## config.mk

```make
export PLATFORM = sky130hd
export DESIGN_NAME = array_burst_reader_flat
export DESIGN_NICKNAME = d
export VERILOG_FILES = /design/src/rtl/array_burst_reader_if.sv /design/src/rtl/array_burst_reader.sv /design/src/flat_wrapper.sv
export SDC_FILE = /design/constraint.sdc
export NUM_CORES = 1
export LEC_CHECK = 0
export CORE_UTILIZATION = 47
export CTS_CLUSTER_SIZE = 8
export DETAILED_ROUTE_END_ITERATION = 10
export PLACE_DENSITY_LB_ADDON = 0.3
export SKIP_CTS_REPAIR_TIMING = 1
export SLEW_MARGIN = 20
export SYNTH_ARGS = -nofsm -noshare
export SYNTH_HDL_FRONTEND = slang
export SYNTH_SLANG_ARGS = --single-unit
```

## constraint.sdc

```tcl
create_clock -name clk -period 1.8 [get_ports clk]
set_clock_uncertainty 0.05 [all_clocks]
set_input_delay 0.54 -clock clk [delete_from_list [all_inputs] [get_ports clk]]
set_output_delay 0.54 -clock clk [all_outputs]
set_load 0.02 [all_outputs]
```

## src/rtl/array_burst_reader_if.sv

```systemverilog
// Stream, control and array-read signals of the burst reader.
// slave is the reader side, master the controller/array/sink side.
interface array_burst_reader_if #(
   parameter int unsigned DATA_W = 8,
   parameter int unsigned ADDR_W = 4,
   parameter int unsigned LEN_W  = 5
) ();
   logic              start;
   logic [ADDR_W-1:0] base_addr;
   logic [LEN_W-1:0]  burst_len;
   logic              busy;
   logic              done;
   logic              mem_rd_en;
   logic [ADDR_W-1:0] mem_rd_addr;
   logic [DATA_W-1:0] mem_rd_data;
   logic              out_valid;
   logic              out_ready;
   logic [DATA_W-1:0] out_data;
   logic              out_last;
   logic [LEN_W-1:0]  words_sent;

   modport slave (
      input  start, base_addr, burst_len, mem_rd_data, out_ready,
      output busy, done, mem_rd_en, mem_rd_addr, out_valid, out_data, out_last, words_sent
   );

   modport master (
      output start, base_addr, burst_len, mem_rd_data, out_ready,
      input  busy, done, mem_rd_en, mem_rd_addr, out_valid, out_data, out_last, words_sent
   );
endinterface

```

## src/rtl/array_burst_reader.sv

```systemverilog
// Reads a burst of consecutive (wrapping) array entries through a 1-cycle read port
// and streams them out via a 2-entry buffer with valid/ready and last-word marking.
module array_burst_reader #(
   parameter int unsigned DATA_W = 8,
   parameter int unsigned ADDR_W = 4,
   parameter int unsigned LEN_W  = 5
) (
   input logic                 clk,
   input logic                 rst,
   array_burst_reader_if.slave bus
);
   localparam int unsigned      Depth    = 2 ** ADDR_W;
   localparam logic [LEN_W-1:0] DepthLen = LEN_W'(Depth);

   typedef enum logic [1:0] {StIdle, StRead, StDrain, StDone} state_e;

   state_e                     state_q, state_d;
   logic [ADDR_W-1:0]          rd_addr_q, rd_addr_d;
   logic [LEN_W-1:0]           len_q, len_d;
   logic [LEN_W-1:0]           issued_q, issued_d;
   logic [LEN_W-1:0]           sent_q, sent_d;
   logic                       inflight_q;
   logic [1:0][DATA_W-1:0]     fifo_q, fifo_d;
   logic                       rd_ptr_q, rd_ptr_d;
   logic                       wr_ptr_q, wr_ptr_d;
   logic [1:0]                 occ_q, occ_d;

   logic [LEN_W-1:0] len_eff;
   logic             accept;
   logic             out_valid;
   logic             pop;
   logic             push;
   logic             can_issue;
   logic             rd_en;
   logic             busy;
   logic             done;
   logic             last_issue;
   logic             drained;

   assign len_eff   = (bus.burst_len > DepthLen) ? DepthLen : bus.burst_len;
   assign accept    = (state_q == StIdle) && bus.start;
   assign out_valid = (occ_q != 2'd0);
   assign pop       = out_valid && bus.out_ready;
   assign push      = inflight_q;
   // occ + inflight - pop < 2, rearranged so nothing underflows
   assign can_issue = ({1'b0, occ_q} + {2'b0, inflight_q}) < (3'd2 + {2'b0, pop});
   assign last_issue = rd_en && ((issued_q + LEN_W'(1)) == len_q);
   assign drained    = !inflight_q && (occ_q == 2'd0) && (sent_q == len_q);

   // State register
   always_ff @(posedge clk or posedge rst) begin
      if (rst) begin
         state_q <= StIdle;
      end else begin
         state_q <= state_d;
      end
   end

   // Next-state logic
   always_comb begin
      state_d = state_q;
      unique case (state_q)
         StIdle: begin
            if (bus.start) state_d = (len_eff != '0) ? StRead : StDone;
         end
         StRead: begin
            if (last_issue) state_d = StDrain;
         end
         StDrain: begin
            if (drained) state_d = StDone;
         end
         StDone: state_d = StIdle;
         default: state_d = StIdle;
      endcase
   end

   // FSM outputs
   always_comb begin
      busy  = 1'b0;
      done  = 1'b0;
      rd_en = 1'b0;
      unique case (state_q)
         StIdle: ;
         StRead: begin
            busy  = 1'b1;
            rd_en = can_issue;
         end
         StDrain: busy = 1'b1;
         StDone: begin
            busy = 1'b1;
            done = 1'b1;
         end
         default: ;
      endcase
   end

   // Datapath next-state: read pointer, counters and output buffer
   always_comb begin
      rd_addr_d = rd_addr_q;
      len_d     = len_q;
      issued_d  = issued_q;
      sent_d    = sent_q;
      fifo_d    = fifo_q;
      rd_ptr_d  = rd_ptr_q;
      wr_ptr_d  = wr_ptr_q;
      occ_d     = occ_q + {1'b0, push} - {1'b0, pop};

      if (accept) begin
         rd_addr_d = bus.base_addr;
         len_d     = len_eff;
         issued_d  = '0;
         sent_d    = '0;
      end else begin
         if (rd_en) begin
            rd_addr_d = rd_addr_q + ADDR_W'(1);
            issued_d  = issued_q + LEN_W'(1);
         end
         if (pop) sent_d = sent_q + LEN_W'(1);
      end

      if (push) begin
         fifo_d[wr_ptr_q] = bus.mem_rd_data;
         wr_ptr_d         = ~wr_ptr_q;
      end
      if (pop) rd_ptr_d = ~rd_ptr_q;
   end

   always_ff @(posedge clk or posedge rst) begin
      if (rst) begin
         rd_addr_q  <= '0;
         len_q      <= '0;
         issued_q   <= '0;
         sent_q     <= '0;
         inflight_q <= 1'b0;
         fifo_q     <= '0;
         rd_ptr_q   <= 1'b0;
         wr_ptr_q   <= 1'b0;
         occ_q      <= '0;
      end else begin
         rd_addr_q  <= rd_addr_d;
         len_q      <= len_d;
         issued_q   <= issued_d;
         sent_q     <= sent_d;
         inflight_q <= rd_en;
         fifo_q     <= fifo_d;
         rd_ptr_q   <= rd_ptr_d;
         wr_ptr_q   <= wr_ptr_d;
         occ_q      <= occ_d;
      end
   end

   assign bus.busy        = busy;
   assign bus.done        = done;
   assign bus.mem_rd_en   = rd_en;
   assign bus.mem_rd_addr = rd_addr_q;
   assign bus.out_valid   = out_valid;
   assign bus.out_data    = fifo_q[rd_ptr_q];
   // Head word is word sent_q+1 of the burst
   assign bus.out_last    = out_valid && ((sent_q + LEN_W'(1)) == len_q);
   assign bus.words_sent  = sent_q;
endmodule

```

## src/flat_wrapper.sv

```systemverilog
// flat-port wrapper written by rule: the top's interface ports become plain ports
module array_burst_reader_flat 
#(
   parameter int unsigned DATA_W = 8,
   parameter int unsigned ADDR_W = 4,
   parameter int unsigned LEN_W  = 5
)
  (clk, rst, bus_start, bus_base_addr, bus_burst_len, bus_mem_rd_data, bus_out_ready, bus_busy, bus_done, bus_mem_rd_en, bus_mem_rd_addr, bus_out_valid, bus_out_data, bus_out_last, bus_words_sent);
  array_burst_reader_if #(.DATA_W(DATA_W), .ADDR_W(ADDR_W), .LEN_W(LEN_W)) bus_i ();
  input logic clk;
  input logic rst;
  input wire logic [$bits(bus_i.start)-1:0] bus_start;
  input wire logic [$bits(bus_i.base_addr)-1:0] bus_base_addr;
  input wire logic [$bits(bus_i.burst_len)-1:0] bus_burst_len;
  input wire logic [$bits(bus_i.mem_rd_data)-1:0] bus_mem_rd_data;
  input wire logic [$bits(bus_i.out_ready)-1:0] bus_out_ready;
  output wire logic [$bits(bus_i.busy)-1:0] bus_busy;
  output wire logic [$bits(bus_i.done)-1:0] bus_done;
  output wire logic [$bits(bus_i.mem_rd_en)-1:0] bus_mem_rd_en;
  output wire logic [$bits(bus_i.mem_rd_addr)-1:0] bus_mem_rd_addr;
  output wire logic [$bits(bus_i.out_valid)-1:0] bus_out_valid;
  output wire logic [$bits(bus_i.out_data)-1:0] bus_out_data;
  output wire logic [$bits(bus_i.out_last)-1:0] bus_out_last;
  output wire logic [$bits(bus_i.words_sent)-1:0] bus_words_sent;
  assign bus_i.start = bus_start;
  assign bus_i.base_addr = bus_base_addr;
  assign bus_i.burst_len = bus_burst_len;
  assign bus_i.mem_rd_data = bus_mem_rd_data;
  assign bus_i.out_ready = bus_out_ready;
  assign bus_busy = bus_i.busy;
  assign bus_done = bus_i.done;
  assign bus_mem_rd_en = bus_i.mem_rd_en;
  assign bus_mem_rd_addr = bus_i.mem_rd_addr;
  assign bus_out_valid = bus_i.out_valid;
  assign bus_out_data = bus_i.out_data;
  assign bus_out_last = bus_i.out_last;
  assign bus_words_sent = bus_i.words_sent;
  array_burst_reader #(.DATA_W(DATA_W), .ADDR_W(ADDR_W), .LEN_W(LEN_W)) u_core (.clk(clk), .rst(rst), .bus(bus_i));
endmodule
```

=== Word level (Yosys, flattened, before mapping) ===
Index checks and enable logic that the tools add are counted.

* $add $sub $neg: 7
* Magnitude comparators: 5
* Eq/ne operators: 9
* Multiplexer cells: 20
* Bitwise operators: 2
* Reduce and logical (&&, ||, !) cells: 16

{| class="wikitable"
|+ Operators with widths
! operator !! number
|-
| 2-to-1 mux 5 bit || 5
|-
| 2-to-1 mux 8 bit || 3
|-
| bitwise mux 16 bit || 1
|-
| equality test 5 bit || 3
|-
| adder 5 x 1 -> 5 bit, second input constant || 2
|-
| demux 8 bit (select 1 bit) || 1
|-
| 2-to-1 mux 2 bit || 4
|-
| 2-to-1 mux 4 bit || 2
|-
| one-hot mux 2 bit (4 select lines) || 1
|-
| logical AND 1 bit || 7
|-
| nonzero test 2 bit || 3
|-
| greater-than comparator 5 bit, second input constant || 1
|-
| nonzero test 5 bit || 1
|-
| adder 4 x 1 -> 4 bit, second input constant || 1
|-
| equality test 2 bit, second input constant || 2
|-
| logical NOT 2 bit || 2
|-
| < comparator 1 x 2 -> 1 bit, second input constant || 2
|-
| inequality test 2 x 1 -> 1 bit, second input constant || 2
|-
| adder 2 x 1 -> 3 bit || 1
|-
| adder 2 x 1 -> 3 bit, first input constant || 1
|-
| < comparator 3 bit || 1
|-
| 2-to-1 mux 1 bit || 3
|-
| AND reduction 3 bit || 1
|-
| OR reduction 3 bit || 1
|-
| other kinds (7) || 8
|}

* Register bits: 42
* Input bits: 21
* Output and inout bits: 22
* Word-level logic and storage cells: 70

=== Longest topological paths before layout ===
* Depth in word-level cells: 8
* Gate-level depth with buffers: 8
* Mapped depth without buffers: 8

=== Least setup slack after synthesis ===
Ideal clock, no wire load.

* Path type: register -> output
* From: reg u_core.sent_q[0] (netlist: u_core.bus.words_sent[0])
* To: out bus_out_last
* Data arrival time: 1.626 ns
* Data required time: 1.210 ns
* Slack: -0.416 ns
* Stages on the path, launching flop included: 6
* Buffers on the path: 0
* Cells stage by stage: dfrtp_1 -> ha_1 -> and2_1 -> nand2_1 -> or3_1 -> a21oi_1

* Longest elaborated chain between the ends: 3

{| class="wikitable"
|+ Ends and longest elaborated chain
! element !! line !! source
|-
| from (decl) || array_burst_reader.sv:21 || <nowiki>logic [LEN_W-1:0] sent_q, sent_d;</nowiki>
|-
| from (signal assigned) || array_burst_reader.sv:143 || <nowiki>sent_q <= sent_d;</nowiki>
|-
| adder 5 x 1 -> 5 bit || array_burst_reader.sv:159 || <nowiki>assign bus.out_last = out_valid && ((sent_q + LEN_W'(1)) == len_q);</nowiki>
|-
| equality test 5 bit || array_burst_reader.sv:159 ||
|-
| logical AND 1 bit || array_burst_reader.sv:159 ||
|-
| to (decl) || flat_wrapper.sv:23 || <nowiki>output wire logic [$bits(bus_i.out_last)-1:0] bus_out_last;</nowiki>
|}

Every way passes these cells.

=== Worst setup path in the final report ===
Same ends and word-level chain as after synthesis.

==> results_dict.tcl <==
set metrics [dict create \
    min_period_ps 2280 \
    yosys-top-cells-area "dfrtp_1 (47%), mux2_2 (12%), ha_1 (6.7%), xnor2_1 (5.1%), xor2_1 (5.1%)" \
    synth.most_common_cell "dfrtp_1" \
    synthFlopType "dfrtp_1" \
    synth_seq_cells 42 \
    row_count 24 \
    p_total_w 0.00692 \
    synth_top_area_share 0.469 \
    tightest_slew_ps 449 \
    grt_setup_unrepaired "yes" \
    synth_area_leader_cell "dfrtp_1" \
    path_clk_slew_ps 80 \
    hold_path_depth 1 \
    gr-total-overflow 0 \
    worstPathMaxFanout 3 \
    hold_violations 0 \
    cts_tree "yes" \
    syn_to_final_growth_pct 55.4 \
    grt_start_max_net_pins 43 \
    finalSetupViolCount 19 \
    switching_share 0.393 \
    max_stage_delay_ps 430 \
    layout-drive-gt1-share 0.460 \
    ios 43 \
    ys.warnings.count 0 \
    p_comb_frac 0.641 \
    synth_cell_type_count 33 \
    cap_violations 0 \
    fin_ws_ps -475 \
    p_per_area_nw_per_um2 1990 \
    crit_slowest_cell "dfrtp_2" \
    dp_hpwl_mm 3.76 \
    wl_per_cell_um 16.2 \
    fill_cells 284 \
    vias 1891 \
    slew_viol_final 0 \
    start_util 0.501 \
    cellLeakagePower_nw 1.68 \
    wirelength_mm 5.71 \
    syn_area_um2 2240 \
    coreArea_um2 4470 \
    intPower_w 0.00420 \
    hold_class "reg -> reg" \
    max_slew_margin 0.699 \
    avgViaCountPerCell 5.37 \
    grt_usage 0.217 \
    port_buffers 42 \
    htreeDepth 2 \
    num-nets-final 332 \
    synth_edf_count 0 \
    arrival_ps 1690 \
    ir_drop_mv 1.18 \
    drt_iter0_markers 80 \
    fp.dieW_um 71.1 \
    cts_root_buffer "clkbuf_8" \
    grt_antenna_before_repair 0 \
    synth_seq_area_share 0.469 \
    diodes 0 \
    drc 0 \
    violations "setup timing" \
    status "finished, violations left" \
    numCtsBuffers 5 \
    fin_crit_sh 1.26 \
    die_h_um 71.1 \
    ys_async_sr_fraction 1.00 \
    ant_nets 0 \
    ff2ff_path_depth 8 \
    synth_cells 203 \
    power.net_switching_w 0.00272 \
    clkPwrFrac 0.109 \
    clock.fmax_mhz 440 \
    grt_pass1_vias 1873 \
    worstSetupPathType "reg -> out" \
    fin_hold_ws_ps 457 \
    grt_pass1_wl_mm 8.45 \
    cp_cell_sequence "ha_4, and2_4, nor2b_4, o311ai_4, a21oi_4, buf_6" \
    end_kind "output port" \
    ff2ff_setup_slack_ps -300 \
    ys_top_cells_by_count "dfrtp_1 (42), nand2_1 (25), mux2_2 (24)" \
    cts_buffer_depth 2 \
    firstDrtPassIters 6 \
    required_ps 1210 \
    seq_power_share 0.251 \
    startpoint_type "flop" \
    clock_sinks 42 \
    syn_nets 236 \
    gp_congestion 0.806 \
    die-area_um2 5050 \
    clk_latency_ps 300 \
    syn_area_per_cell_um2 11.0 \
]
-- stage by stage --
step / setup slack, ps / utilization / TNS, ps / instances / instance area (um^2)
floorplan: -144 / - / -306 / 203 / 2310
global placement: -681 / 0.687 / -7070 / 330 / 3070
detailed placement: -696 / 0.687 / -7670 / 330 / 3070
CTS: -935 / 0.712 / -10840 / 338 / 3180
global route: -528 / 0.779 / -3820 / 352 / 3480
finish: -475 / 0.779 / -2580 / 352 / 3480
-- cells in the final DEF, fill, tap and decap left out, types with 3 or more instances in the layout --
| master | count |
|---|---|
| mux2_2 | 24 |
| inv_1 | 4 |
| a21oi_1 | 5 |
| nor2_1 | 11 |
| buf_6 | 22 |
| inv_2 | 3 |
| xor2_1 | 12 |
| dlymetal6s2s_1 | 10 |
| dfrtp_2 | 4 |
| or3_4 | 3 |
| clkbuf_8 | 5 |
| nand3b_1 | 4 |
| ha_1 | 6 |
| nand2_1 | 22 |
| a21oi_2 | 3 |
| xnor2_2 | 3 |
| nand3_1 | 3 |
| o21ai_0 | 4 |
| ha_4 | 4 |
| dfrtp_1 | 38 |
| xnor2_1 | 10 |
| buf_4 | 38 |
| clkdlybuf4s50_1 | 19 |
-- per-layer routing --
layer,vias up,track usage,routed length [um]
met4,0,0.0778,123
met5,-,0,0
li1,887,-,-
met3,13,0.0470,205
met1,942,0.274,2320
met2,49,0.370,3060
-- sequential cells by signal (all words and copies together) (netlist names) --
name,count
u_core.issued_q,5
u_core.wr_ptr_q,1
u_core.bus.mem_rd_addr,4
u_core.rd_ptr_q,1
u_core.fifo_q,16
u_core.occ_q,2
u_core.state_q,2
u_core.len_q,5
u_core.bus.words_sent,5
u_core.inflight_q,1
-- critical path: cells and delay by family, from the launching register on --
kind / cells / cell delay, ps
compound gates: 2 / 370
buf+inv: 1 / 130
fa+ha+maj: 1 / 160
flops: 1 / 430
simple gates: 2 / 290
-- path summary, 6_finish.rpt --
check | startpoint | endpoint
setup / recovery | u_core.bus.words_sent[0]$_DFFE_PP0P_ | bus_out_last
hold / removal | u_core.fifo_q[0]$_DFFE_PP0P_ | u_core.fifo_q[0]$_DFFE_PP0P_
setup reg to reg | u_core.occ_q[0]$_DFF_PP0_ | u_core.state_q[0]$_DFFE_PP0P_
hold reg to reg | u_core.fifo_q[0]$_DFFE_PP0P_ | u_core.fifo_q[0]$_DFFE_PP0P_
max in group asynchronous | rst | u_core.bus.words_sent[3]$_DFFE_PP0P_
min in group asynchronous | rst | u_core.bus.mem_rd_addr[3]$_DFFE_PP0P_
-- logic make-up after synthesis --
group,count (synthesis),share of synthesized area
AOI/OAI and AO/OA,23,0.0698
xor gates and xnor gates,26,0.102
adders and majority gates,12,0.0670
buffers and inverters,13,0.0240
DFF,42,0.469
muxes,25,0.125
and+or+nand+nor,62,0.144
-- final cells by class --
cell class / instances / area (um^2) / share of cell area
timing repair buffer: 93 / 883 / 0.254
clock buffer: 6 / 72.6 / 0.0208
tap: 52 / 65.1 / 0.0187
sequential: 42 / 1060 / 0.303
multi-input combinational: 148 / 1330 / 0.381
clock inverter: 2 / 37.5 / 0.0108
inverter: 9 / 41.3 / 0.0119
-- power by group through the flow --
stage	clock network [W]	logic, W	registers [W]
final	0.000751	0.00444	0.00173
after global routing	0.000805	0.00472	0.00179
after CTS	0.000761	0.00369	0.00173
after detailed placement	0	0.00366	0.00174
after global placement	0	0.00354	0.00171
after floorplan	0	0.00209	0.00180
(Power assumes the default switching activity.)
==> RTL edit, RTL diff (same flow settings) <==
`rd_addr_q` no longer has a reset.
--- a/src/rtl/array_burst_reader.sv
+++ b/src/rtl/array_burst_reader.sv
@@ -127,7 +127,6 @@
 
    always_ff @(posedge clk or posedge rst) begin
       if (rst) begin
-         rd_addr_q  <= '0;
          len_q      <= '0;
          issued_q   <= '0;
          sent_q     <= '0;
@@ -137,7 +136,6 @@
          wr_ptr_q   <= 1'b0;
          occ_q      <= '0;
       end else begin
-         rd_addr_q  <= rd_addr_d;
          len_q      <= len_d;
          issued_q   <= issued_d;
          sent_q     <= sent_d;
@@ -147,6 +145,10 @@
          wr_ptr_q   <= wr_ptr_d;
          occ_q      <= occ_d;
       end
+   end
+
+   always_ff @(posedge clk) begin
+      rd_addr_q <= rd_addr_d;
    end
 
    assign bus.busy        = busy;
Formal check against the unedited RTL: not equivalent (a bounded check fails within 4 cycles, from zero or initial values and one cycle with rst high).
==> RTL edit against the unedited design <==
- the run ends with DRC, setup timing left
- worst setup slack worse by 0.030 ns
- routed wire length up 0.12%
- design area down 1.6%
- sequential cell count unchanged
- critical path depth unchanged
- total power down 2.4%
- core utilization down 0.71 points
- area after synthesis down 1.0%
- critical endpoint unchanged
==> RTL edit: results (changes against the unedited design) <==
met1 wire length=2.428 mm (was 2.319 mm); number of vias per cell=5.309 (was 5.372); Least-Margin Pin Slew=0.3863 ns (was 0.4490 ns); area post-placement=0.003059 mm² (was 0.003074 mm²); met3 WL post-DR=179 µm (was 205 µm); worst vdd ir=1059 µV (was 1177 µV); post-DP HPWL=3.844 mm (was 3.761 mm); met2 wire length=3.029 mm (was 3.058 mm); met1 usage=0.2917 (was 0.2736); layout cells sized above 1=0.4411 (was 0.4600); met3 usage=0.05271 (was 0.04701); TNS Setup=-3.913 ns (was -2.580 ns); sequential power share=0.268 (was 0.251); vias in the first global route=1842 (was 1873); status=finished, violations left (unchanged); pin count of the biggest net entering global routing=18 (was 43); largest fanout on the critical path=5 (was 3); register area share after synthesis=0.4825 (was 0.4688); Iter 0 DRT Violations=105 (was 80); Setup violations, final=22 (was 19); Async SR Flop Fraction=0.9048 (was 1.000); Yosys cell types=32 (was 33); failing checks=DRC, setup timing (was setup timing); net switching power=2.683 mW (was 2.718 mW); Mapped Nets=234 (was 236); hold path startpoint=u_core.fifo_q[10]$_DFFE_PP0P_ (was u_core.fifo_q[0]$_DFFE_PP0P_); RD Place Congestion=0.7948 (was 0.8058); worst hold endpoint=u_core.fifo_q[10]$_DFFE_PP0P_ (was u_core.fifo_q[0]$_DFFE_PP0P_); DRC=6 (was 0); EDFF count, synth=4 (was 0); worst setup margin=-0.5048 ns (was -0.4753 ns); Area contributors post-synth=dfrtp_1 (43%), mux2_2 (12%), ha_1 (6.8%) (was dfrtp_1 (47%), mux2_2 (12%), ha_1 (6.7%)); drt wl/cell=16.37 µm (was 16.21 µm); M2 GR Usage=0.3729 (was 0.3697); r2r worst-path depth=9 (was 8); Critical Path AT=1.71 ns (was 1.69 ns)
## RTL edit: cells by family after synthesis
kind of cell,count (synthesis),share of synthesized area
and+or+nand+nor,60,0.1330
DFF,42,0.4825
muxes,25,0.1263
AOI/OAI and AO/OA,24,0.06539
xor gates and xnor gates,24,0.1009
buffers and inverters,14,0.02423
adders and majority gates,12,0.06764
## RTL edit: through the flow
step / cells / power [mW] / setup slack (ns) / utilization
5_1_grt: 349 / 7.161 / -0.6018 / 0.7714
3_3_place_gp: 331 / 5.215 / -0.7165 / 0.6883
4_1_cts: 339 / 6.088 / -0.9474 / 0.7120
3_5_place_dp: 331 / 5.382 / -0.7747 / 0.6883
6_report: 349 / 6.754 / -0.5048 / 0.7714
2_1_floorplan: 201 / 3.842 / -0.1840 / -
## RTL edit: cell type report
type	instances	area [µm²]
multi-input cells	145	1282
flip-flops and latches	42	1077
fillers	287	1016
repair buffers	93	857.1
clock buffers	7	97.59
well taps	52	65.06
inverters	9	41.29
clock inverters	1	7.507
